==> src/rtl/wishbone_interconnect_n.sv <==
// -----------------------------------------------------------------------------
// wishbone_interconnect_n
//
// Single-master, N-slave Wishbone interconnect with registered responses.
// The top address byte selects the slave. Only one transaction is in flight
// at a time. Unmapped addresses, and slaves that stay silent for too long,
// are answered with a one-cycle bus error. Slave interrupt levels are masked,
// registered and OR-ed into a single master interrupt.
//
// Ports
//   clk, rst            clock (rising edge), asynchronous active-low reset
//   i_m_*               master request: we/stb/cyc, sel[3:0], adr[31:0], dat[31:0]
//   o_m_dat/ack/err     registered master response (ack/err are 1-cycle pulses)
//   o_m_int             registered OR of enabled slave interrupts
//   o_s_we/stb/cyc      per-slave control, bit i drives slave i
//   o_s_sel             per-slave byte selects, slice [4i+3:4i]
//   o_s_adr, o_s_dat    {8'h00, adr[23:0]} and write data, 32 bits per slave
//   i_s_dat, i_s_ack    per-slave read data and ack
//   i_s_int, i_int_en   slave interrupt levels and enable mask
//   o_int_status        registered i_s_int & i_int_en
//   o_err_count         saturating count of error responses
// -----------------------------------------------------------------------------
module wishbone_interconnect_n #(
    parameter int NUM_SLAVES     = 4,
    parameter int TIMEOUT_CYCLES = 255
) (
    input  logic                     clk,
    input  logic                     rst,
    input  logic                     i_m_we,
    input  logic                     i_m_stb,
    input  logic                     i_m_cyc,
    input  logic [3:0]               i_m_sel,
    input  logic [31:0]              i_m_adr,
    input  logic [31:0]              i_m_dat,
    output logic [31:0]              o_m_dat,
    output logic                     o_m_ack,
    output logic                     o_m_err,
    output logic                     o_m_int,
    output logic [NUM_SLAVES-1:0]    o_s_we,
    output logic [NUM_SLAVES-1:0]    o_s_stb,
    output logic [NUM_SLAVES-1:0]    o_s_cyc,
    output logic [4*NUM_SLAVES-1:0]  o_s_sel,
    output logic [32*NUM_SLAVES-1:0] o_s_adr,
    output logic [32*NUM_SLAVES-1:0] o_s_dat,
    input  logic [32*NUM_SLAVES-1:0] i_s_dat,
    input  logic [NUM_SLAVES-1:0]    i_s_ack,
    input  logic [NUM_SLAVES-1:0]    i_s_int,
    input  logic [NUM_SLAVES-1:0]    i_int_en,
    output logic [NUM_SLAVES-1:0]    o_int_status,
    output logic [7:0]               o_err_count
);

    typedef enum logic [1:0] {
        IDLE   = 2'd0,
        ACTIVE = 2'd1,
        ERROR  = 2'd2,
        DONE   = 2'd3
    } state_t;

    localparam logic       TIMEOUT_EN   = (TIMEOUT_CYCLES != 0);
    // Counter value seen in the last allowed ACTIVE cycle; unused when disabled.
    localparam logic [15:0] TIMEOUT_LAST = TIMEOUT_EN ? 16'(TIMEOUT_CYCLES - 1) : 16'd0;
    localparam logic [8:0]  SLAVE_LIMIT  = 9'(NUM_SLAVES);

    state_t              state_reg, state_next;
    logic [3:0]          sel_reg, sel_next;
    logic [15:0]         cnt_reg, cnt_next;
    logic [31:0]         m_dat_reg, m_dat_next;
    logic                m_ack_reg, m_ack_next;
    logic                m_err_reg, m_err_next;
    logic                m_int_reg;
    logic [NUM_SLAVES-1:0] int_status_reg;
    logic [7:0]          err_count_reg;

    logic [NUM_SLAVES-1:0] hit;
    logic                  active;
    logic                  mapped;
    logic                  s_ack;
    logic [31:0]           s_rd_dat;
    logic [NUM_SLAVES-1:0] int_masked;

    assign active     = (state_reg == ACTIVE);
    assign mapped     = ({1'b0, i_m_adr[31:24]} < SLAVE_LIMIT);
    assign int_masked = i_s_int & i_int_en;

    // Per-slave fan-out. Only the latched slave sees the master's control
    // signals, and only while a transaction is being forwarded; address and
    // write data are quiet outside ACTIVE so idle slaves see a still bus.
    genvar gi;
    generate
        for (gi = 0; gi < NUM_SLAVES; gi++) begin : g_slave
            assign hit[gi]              = (sel_reg == 4'(gi));
            assign o_s_stb[gi]          = active & hit[gi] & i_m_stb;
            assign o_s_cyc[gi]          = active & hit[gi] & i_m_cyc;
            assign o_s_we[gi]           = active & hit[gi] & i_m_we;
            assign o_s_sel[4*gi +: 4]   = (active && hit[gi]) ? i_m_sel : 4'h0;
            assign o_s_adr[32*gi +: 32] = active ? {8'h00, i_m_adr[23:0]} : 32'h0;
            assign o_s_dat[32*gi +: 32] = active ? i_m_dat : 32'h0;
        end
    endgenerate

    // Acks and read data from slaves other than the latched one are ignored.
    assign s_ack = |(i_s_ack & hit);

    always_comb begin
        s_rd_dat = 32'h0;
        for (int i = 0; i < NUM_SLAVES; i++) begin
            if (hit[i]) begin
                s_rd_dat = i_s_dat[32*i +: 32];
            end
        end
    end

    always_comb begin
        state_next = state_reg;
        sel_next   = sel_reg;
        cnt_next   = cnt_reg;
        m_dat_next = m_dat_reg;
        m_ack_next = 1'b0;
        m_err_next = 1'b0;
        case (state_reg)
            IDLE: begin
                if (i_m_cyc && i_m_stb) begin
                    if (mapped) begin
                        sel_next   = i_m_adr[27:24];
                        cnt_next   = 16'd0;
                        state_next = ACTIVE;
                    end else begin
                        state_next = ERROR;
                    end
                end
            end
            ACTIVE: begin
                if (!i_m_cyc) begin
                    // Master abandoned the cycle: no response is owed.
                    state_next = IDLE;
                end else if (s_ack) begin
                    // Ack is checked before the timeout so a coincident ack wins.
                    m_ack_next = 1'b1;
                    m_dat_next = s_rd_dat;
                    state_next = DONE;
                end else if (TIMEOUT_EN && (cnt_reg == TIMEOUT_LAST)) begin
                    m_err_next = 1'b1;
                    m_dat_next = 32'h0;
                    state_next = DONE;
                end else begin
                    cnt_next = cnt_reg + 16'd1;
                end
            end
            ERROR: begin
                m_err_next = 1'b1;
                m_dat_next = 32'h0;
                state_next = DONE;
            end
            DONE: begin
                // Wait for the strobe to fall so one strobe gets one response.
                if (!i_m_stb) begin
                    state_next = IDLE;
                end
            end
            default: state_next = IDLE;
        endcase
    end

    always_ff @(posedge clk or negedge rst) begin
        if (!rst) begin
            state_reg      <= IDLE;
            sel_reg        <= 4'h0;
            cnt_reg        <= 16'd0;
            m_dat_reg      <= 32'h0;
            m_ack_reg      <= 1'b0;
            m_err_reg      <= 1'b0;
            m_int_reg      <= 1'b0;
            int_status_reg <= '0;
            err_count_reg  <= 8'h00;
        end else begin
            state_reg      <= state_next;
            sel_reg        <= sel_next;
            cnt_reg        <= cnt_next;
            m_dat_reg      <= m_dat_next;
            m_ack_reg      <= m_ack_next;
            m_err_reg      <= m_err_next;
            m_int_reg      <= |int_masked;
            int_status_reg <= int_masked;
            if (m_err_next && (err_count_reg != 8'hFF)) begin
                err_count_reg <= err_count_reg + 8'h01;
            end
        end
    end

    assign o_m_dat      = m_dat_reg;
    assign o_m_ack      = m_ack_reg;
    assign o_m_err      = m_err_reg;
    assign o_m_int      = m_int_reg;
    assign o_int_status = int_status_reg;
    assign o_err_count  = err_count_reg;

endmodule
==> config.mk <==
export PLATFORM = sky130hd
export DESIGN_NAME = wishbone_interconnect_n
export DESIGN_NICKNAME = d
export VERILOG_FILES = /design/src/rtl/wishbone_interconnect_n.sv
export SDC_FILE = /design/constraint.sdc
export NUM_CORES = 1
export LEC_CHECK = 0
export BUFFER_PORTS_ARGS = -buffer_cell sky130_fd_sc_hd__buf_2
export CAP_MARGIN = 40
export CELL_PAD_IN_SITES_DETAIL_PLACEMENT = 1
export CELL_PAD_IN_SITES_GLOBAL_PLACEMENT = 1
export CORE_AREA = 2 2 215 217
export DETAILED_ROUTE_END_ITERATION = 10
export DIE_AREA = 0 0 217 219
export PLACE_DENSITY = 0.5
export SETUP_SLACK_MARGIN = 0.1
export SLEW_MARGIN = 40
export SYNTH_ARGS = -nofsm -noshare
export SYNTH_HDL_FRONTEND = slang
export SYNTH_SLANG_ARGS = --single-unit
==> constraint.sdc <==
create_clock -name clk -period 4.24 [get_ports clk]
set_input_delay 1.06 -clock clk [delete_from_list [all_inputs] [get_ports clk]]
set_output_delay 1.06 -clock clk [all_outputs]
set_load 0.005 [all_outputs]
==> results of run 1 <==
[layout make-up]
cell class	instances	area, µm²
timing repair buffer	524	2670
multi-input combinational	398	2850
clock inverter	7	129
sequential	69	1730
clock buffer	9	225
tap	600	751
inverter	7	26.3
fill	5485	36700
antenna	1	2.50
[cells in the final DEF, fill, tap and decap left out, types with 3 or more instances in the layout]
cell	n
nor4_1	6
nand3_1	8
a21oi_1	11
nor2_1	39
a221oi_1	32
nor3_1	10
nor3b_1	3
mux2_2	5
buf_2	510
or4_1	8
o31ai_1	7
inv_1	7
nand2b_1	5
nand4_1	8
xor2_1	7
nand2_1	18
and3_1	15
o2bb2ai_2	20
o21ai_0	5
conb_1	32
and2_1	78
clkbuf_16	9
bufinv_16	3
ha_1	7
dfrtp_1	68
mux2i_1	39
buf_4	12
o2bb2ai_1	12
[how the worst max path moves through the flow]
stage	start	endpoint	slack [ps]	cells past startpoint
after floorplan	sel_reg[0]	o_s_sel[10]	1570	5
final	state_reg[1]	o_s_we[3]	970	7
after CTS	state_reg[1]	o_s_sel[14]	900	7
after global placement	i_m_adr[29]	cnt_reg[12]	1200	7
after global routing	state_reg[1]	o_s_sel[12]	760	7
after detailed placement	i_m_adr[29]	cnt_reg[8]	1170	7
[metrics by stage]
step	area, µm²	power, mW	hold WS [ps]
4_1_cts	8380	4.07	491
6_report	8390	3.97	486
3_3_place_gp	8020	3.10	472
2_1_floorplan	6250	2.48	463
5_1_grt	8390	4.27	499
3_5_place_dp	8020	3.12	471
[power by group through the flow]
stage | logic (mW) | clock network, mW | registers, mW
final | 2.12 | 0.918 | 0.933
after detailed placement | 2.18 | 0 | 0.943
after global routing | 2.34 | 0.977 | 0.957
after floorplan | 1.55 | 0 | 0.932
after CTS | 2.19 | 0.947 | 0.935
after global placement | 2.16 | 0 | 0.942
[logic make-up (layout without fill, tap and decap cells)]
family | count (synthesis) | in the layout | share of synthesized area
buffers and inverters | 244 | 547 | 0.279
and+or+nand+nor | 212 | 212 | 0.196
xor gates and xnor gates | 7 | 7 | 0.00999
muxes | 44 | 44 | 0.0728
DFF | 69 | 69 | 0.281
other | 1 | 33 | 0.000611
AOI/OAI and AO/OA | 95 | 95 | 0.144
adders and majority gates | 8 | 8 | 0.0163
[metal layers]
metal  vias up  part of all wire  wire length (µm)
met5         -            0.0020                57
met4        10             0.011               326
met3        29             0.085              2430
met2       289              0.54             15500
met1      2902              0.36             10300
li1       2811                 -                 -
==> results.md, run 1 <==
- Crit path max-delay family: buffers and inverters
- Hold buffers post-CTS: 0
- Final setup fails: 0
- Post-CTS Setup Bufs: 0
- Hold EP: o_m_dat[4]
- Gate Count Post-Synth: 680
- CP most frequent cell: inv_1
- Maximum clock rate: 0.306 GHz
- Final ANT Viol Nets: 0
- # IOs: 544
- Remaining DRCs: 0
- Crit start category: flip-flop
- Setup crit end kind: primary output
- Post-DP HPWL: 24.4 mm
- Post-synth top cells: buf_4, and2_1, dfrtp_1
- Die ar.: 47500 µm²
- NetSw: 1.67 mW
- Maximum vdd drop: 0.362 mV
- Slowest-stage cell, CP: dfrtp_1
- Most common cell in the netlist: buf_4
- Vias per cell: 3.74
- Combinational group share of total power: 0.534
- Num Clock Sinks: 69
- Outcome: completed
- Synth Area per Inst: 9.03 µm²
- GR Util met2: 0.220
- Post-layout util: 0.186
- Setup WS pre-CTS: 1170 ps
- Worst hold start: o_m_dat[4]
- Reg2reg start: state_reg[1]
- TritonRoute pass-1 iters: 4
- Buf/Inv on CP: 4
- Number of flip-flops in the largest register: 32
- Fin Clk Skew: 11.3 ps
- Vias: 6041
- Top cell type's share of synthesized area: 0.281
- Setup TNS: 0 ps
- IO buf count: 511
- Reg2reg setup slack: 1610 ps
- Area grow syn2layout: 36.6%
- Reg power frac: 0.235
- Initial Utilization: 0.136
- Fin worst setup slack: 968 ps
- Core ar.: 45100 µm²
- Placed Cells: 1598
- Max Slew Vio Count: 0
- CTS tree: built
- Register bit total from synthesis: 69
- Initial antenna violation count: 9
- Post-synthesis sequential area ratio: 0.281
- PD cells: 474 nW/µm²
- Post-CTS sizing: 0
- Max_cap viols: 0
- Routed WL: 28.6 mm
- CP Cell Sequence: inv_1 > ha_2 > inv_1 > nor3_1 > buf_4 > and2_1 > buf_2
- R2R cell count: 9
- Grt ovf: 0
- GR met3 Demand/Resource: 0.0367
- Crit path DAT: 2210 ps
- Routability cong.: 0.769
- Static Leak: 4.58 nW
- Hold depth: 1
- Max clock buf depth: 2
- Layout cell share with drive strength beyond 1: 0.567
- Area contributors post-synth: dfrtp_1, buf_4, and2_1
- Vias in the first global route: 6032
- Least-Margin Pin Slew: 693 ps
- Die height: 219 µm
- Post-synth EDFFs: 0
- Finished Layout Cells: 1615
- Warnings from Yosys: 0
- Min cycle time layout: 3270 ps
- Wire length per cell: 17.7 µm
- CTS root buffer: clkbuf_16
- Crit path largest cell delay: 420 ps
- Reg-to-Reg End: cnt_reg[8]
- Async SR Flop Fraction: 1.00
- Rel. slew slack: 0.538
- M1 GR Usage: 0.116
- Crit-path max FO: 10
- Global-route wire length before repair: 39.6 mm
- Crit path kind: flip-flop to primary output
- Switching share of power: 0.420
- Die width: 217 µm
- Final Hold Fails: 0
- CTS clk-pin slew, worst paths: 60 ps
- Hold/Removal Path Class: flip-flop to flip-flop
- Clock power share: 0.231
- NumNets Final: 1230
- Main synth FF type: dfrtp_1
- H-tree levels: 3
- Cell taking the most area after synthesis: dfrtp_1
- Initial DRC Count: 148
- Largest net degree at the start of global routing: 70
- GRT Overall Usage: 0.113
- RSZ-0062 raised after global routing: no
- Post-Syn Area: 6140 µm²
- Required time of the worst setup path: 3180 ps
- Final worst path period share: 0.772
- Worst skew pair latency: 340 ps
- Gr busiest metal: met2
- Synth cell types: 45
- Row count: 78
- CTS buffer count: 9
- Cell Int Power: 2.30 mW
(Power assumes the default switching activity.)
==> run 2: changes to the inputs <==
ABC_AREA = 1   (was not set)
CORE_AREA = 2 2 213 215   (was 2 2 215 217)
DIE_AREA = 0 0 215 217   (was 0 0 217 219)
PLACE_DENSITY = 0.56   (was 0.5)
clock period = 3.4 ns   (was 4.24 ns; I/O delays follow)
==> run 2 against run 1 <==
  * Highest routed layer unchanged
  * Area after synthesis is 16% higher
  * Critical path type unchanged
  * Hold slack worse by 36 ps
  * Sequential share of layout area shrank 1.8 points
==> results.md, run 2 <==
- Maximum clock rate: 0.342 GHz
- Required time of the worst setup path: 2550 ps (-630 ps)
- Routability cong.: 0.841 (+9.3%)
- Synth Area per Inst: 6.38 µm² (-29%)
- Vias: 7818 (+29%)
- H-tree levels: 3 (unchanged)
- GRT Overall Usage: 0.139 (+0.0261)
- Crit start category: flip-flop
- Simple-gate area share of the yosys netlist: 0.360 (+0.164)
- Area contributors post-synth: dfrtp_1, buf_4, nand2_1
- Hold/Removal Path Class: input pin to async pin
- Hold buffers post-CTS: 0 (unchanged)
- Vias per cell: 3.84 (+2.7%)
- Least-Margin Pin Slew: 637 ps (-56.0 ps)
- CTS buffer count: 9 (unchanged)
- Final Hold Fails: 0 (unchanged)
- Most common cell in the netlist: nand2_1
- Crit-path max FO: 66 (+56)
- Finished Layout Cells: 2035 (+26%)
- Setup TNS: 0 ps (unchanged)
- Global-route wire length before repair: 49.0 mm (+24%)
- Post-CTS Setup Bufs: 0 (unchanged)
- CTS tree: built
- Combinational family with the most area after synthesis: simple AND/OR/NAND/NOR gates
- Row count: 78 (unchanged)
- Setup crit end kind: primary output
- Async SR Flop Fraction: 1.00 (unchanged)
- Warnings from Yosys: 0 (unchanged)
- Most frequent cells in the layout: buf_2, nand2_1, nand3_1, inv_1, nor2_1
- Final instance area: 9200 µm² (+9.7%)
- Area grow syn2layout: 29.7%
- Outcome: completed
- Layout cell share with drive strength beyond 1: 0.391 (-0.176)
- Compound-Gate Fraction of Synth Area: 0.0459 (-0.0985)
- IO buf count: 511 (unchanged)
- Post-Syn Area: 7090 µm² (+16%)
- Gate Count Post-Synth: 1112 (+64%)
- Top cell type's share of synthesized area: 0.244 (-0.0378)
- Crit path kind: flip-flop to primary output
- Initial Utilization: 0.159 (+0.0225)
- Die ar.: 46700 µm² (-1.8%)
- Max Slew Vio Count: 0 (unchanged)
- Post-CTS sizing: 0 (unchanged)
- Worst skew pair latency: 350 ps (about the same)
- Max clock buf depth: 2 (unchanged)
- Cell taking the most area after synthesis: dfrtp_1
- Wire length per cell: 16.5 µm (-7.2%)
- Die height: 217 µm (-0.91%)
- Crit path DAT: 2070 ps (-140 ps)
- Post-synth EDFFs: 0 (unchanged)
- Register bit total from synthesis: 69 (unchanged)
- Area share of fa/ha/maj cells after synthesis: 0.0141 (-0.00219)
- Fin Clk Skew: 11.0 ps (-0.370 ps)
- Largest net degree at the start of global routing: 67 (-4.3%)
- Rel. slew slack: 0.575 (+0.0374)
- CTS root buffer: clkbuf_16
- RSZ-0062 raised after global routing: no
- Final setup fails: 0 (unchanged)
- Initial DRC Count: 205 (+39%)
- Num Clock Sinks: 69 (unchanged)
- NumNets Final: 1650 (+34%)
- Post-synth top cells: nand2_1, buf_4, nand3_1
- Total chip power: 3.73 mW (-6.2%)
- Post-layout util: 0.206 (+0.0198)
- Mux contribution to synthesized area: 0.00318 (-0.0696)
- Commonest non-fill, non-tap cell in the layout: buf_2
- # IOs: 544 (unchanged)
- Max_cap viols: 0 (unchanged)
- Vias in the first global route: 7954 (+32%)
- Core ar.: 44700 µm² (-0.87%)
- DP Area: 8890 µm² (+11%)
- Final worst path period share: 0.860
- Placed Cells: 2018 (+26%)
- Post-DP HPWL: 27.9 mm (+14%)
- Remaining DRCs: 0 (unchanged)
- Die width: 215 µm (-0.92%)
- Post-synthesis sequential area ratio: 0.244 (-0.0378)
- Maximum vdd drop: 0.210 mV (-42%)
- Final ANT Viol Nets: 0 (unchanged)
- TritonRoute pass-1 iters: 6 (+2)
- Grt ovf: 0 (unchanged)
- PD cells: 405 nW/µm² (-14%)
- Static Leak: 5.93 nW (+29%)
- Number of flip-flops in the largest register: 32 (unchanged)
- Post-synthesis xor/xnor area fraction: 0.0136 (+0.00360)
- Main synth FF type: dfrtp_1
- Routed WL: 33.5 mm (+17%)
- Synth cell types: 34 (-24%)
- Min cycle time layout: 2920 ps
- Initial antenna violation count: 4 (-5)
- CTS clk-pin slew, worst paths: 60 ps (about the same)
[run 2: cell count changes after synthesis, sizes merged, moves of 39 or more]
| cell | change |
|---|---|
| nand3 | +154 |
| nand2 | +280 |
| nor2 | +67 |
| mux2i | -39 |
| inv | +125 |
| and2 | -77 |
[run 2: worst max-delay path, stage by stage (launching register included)]
cell and delay (ps):
dfrtp_1 410, inv_1 120, ha_2 250, buf_12 280
nand2_1 80, inv_1 330, buf_2 210
[run 2: cell families (layout without fill, tap and decap cells)]
kind of cell	after synthesis	in the layout
buf+inv	384	674
mux	2	2
compound gates	45	45
xor+xnor	11	11
flops	69	69
other cells	1	34
fa+ha+maj	8	8
simple gates	592	592
[run 2: final timing paths]
path,from,to,slack (ps),cells past startpoint
max,state_reg[1],o_s_dat[125],480,6
min,rst,o_int_status[3],450,1
max reg2reg,sel_reg[1],o_m_dat[22],930,10
min reg2reg,o_m_dat[2],o_m_dat[2],470,2
max in group asynchronous,rst,o_m_dat[4],2370,2
min in group clk,o_m_dat[2],o_m_dat[2],470,2
[run 2: stage by stage]
stage	worst slack, ps	hold slack, ps
6_report	476	449
5_1_grt	375	496
4_1_cts	453	478
3_5_place_dp	803	460
3_3_place_gp	834	457
2_1_floorplan	1010	472
[run 2: report_power, final]
| part | leakage [nW] | internal [mW] | switching, mW | total, mW |
|---|---|---|---|---|
| Combinational | 4.85 | 0.590 | 1.24 | 1.83 |
| Clock | 0.143 | 0.605 | 0.370 | 0.976 |
| Sequential | 0.940 | 0.871 | 0.0545 | 0.925 |
[run 2: final cells by class]
| cell class | instances | area, µm² |
|---|---|---|
| clock inverters | 1 | 30.0 |
| inverters | 132 | 495 |
| repair buffers | 527 | 2700 |
| flip-flops and latches | 69 | 1730 |
| well taps | 600 | 751 |
| multi-input cells | 690 | 3230 |
| diodes | 2 | 5.00 |
| clock buffers | 14 | 264 |
| fillers | 5745 | 35500 |
[run 2: routing by layer]
layer,up-vias,share of wire,track usage
li1,3852,-,-
met2,291,0.54,0.276
met3,32,0.056,0.0292
met1,3639,0.37,0.142
met4,4,0.029,0.0483
met5,-,0.00066,0
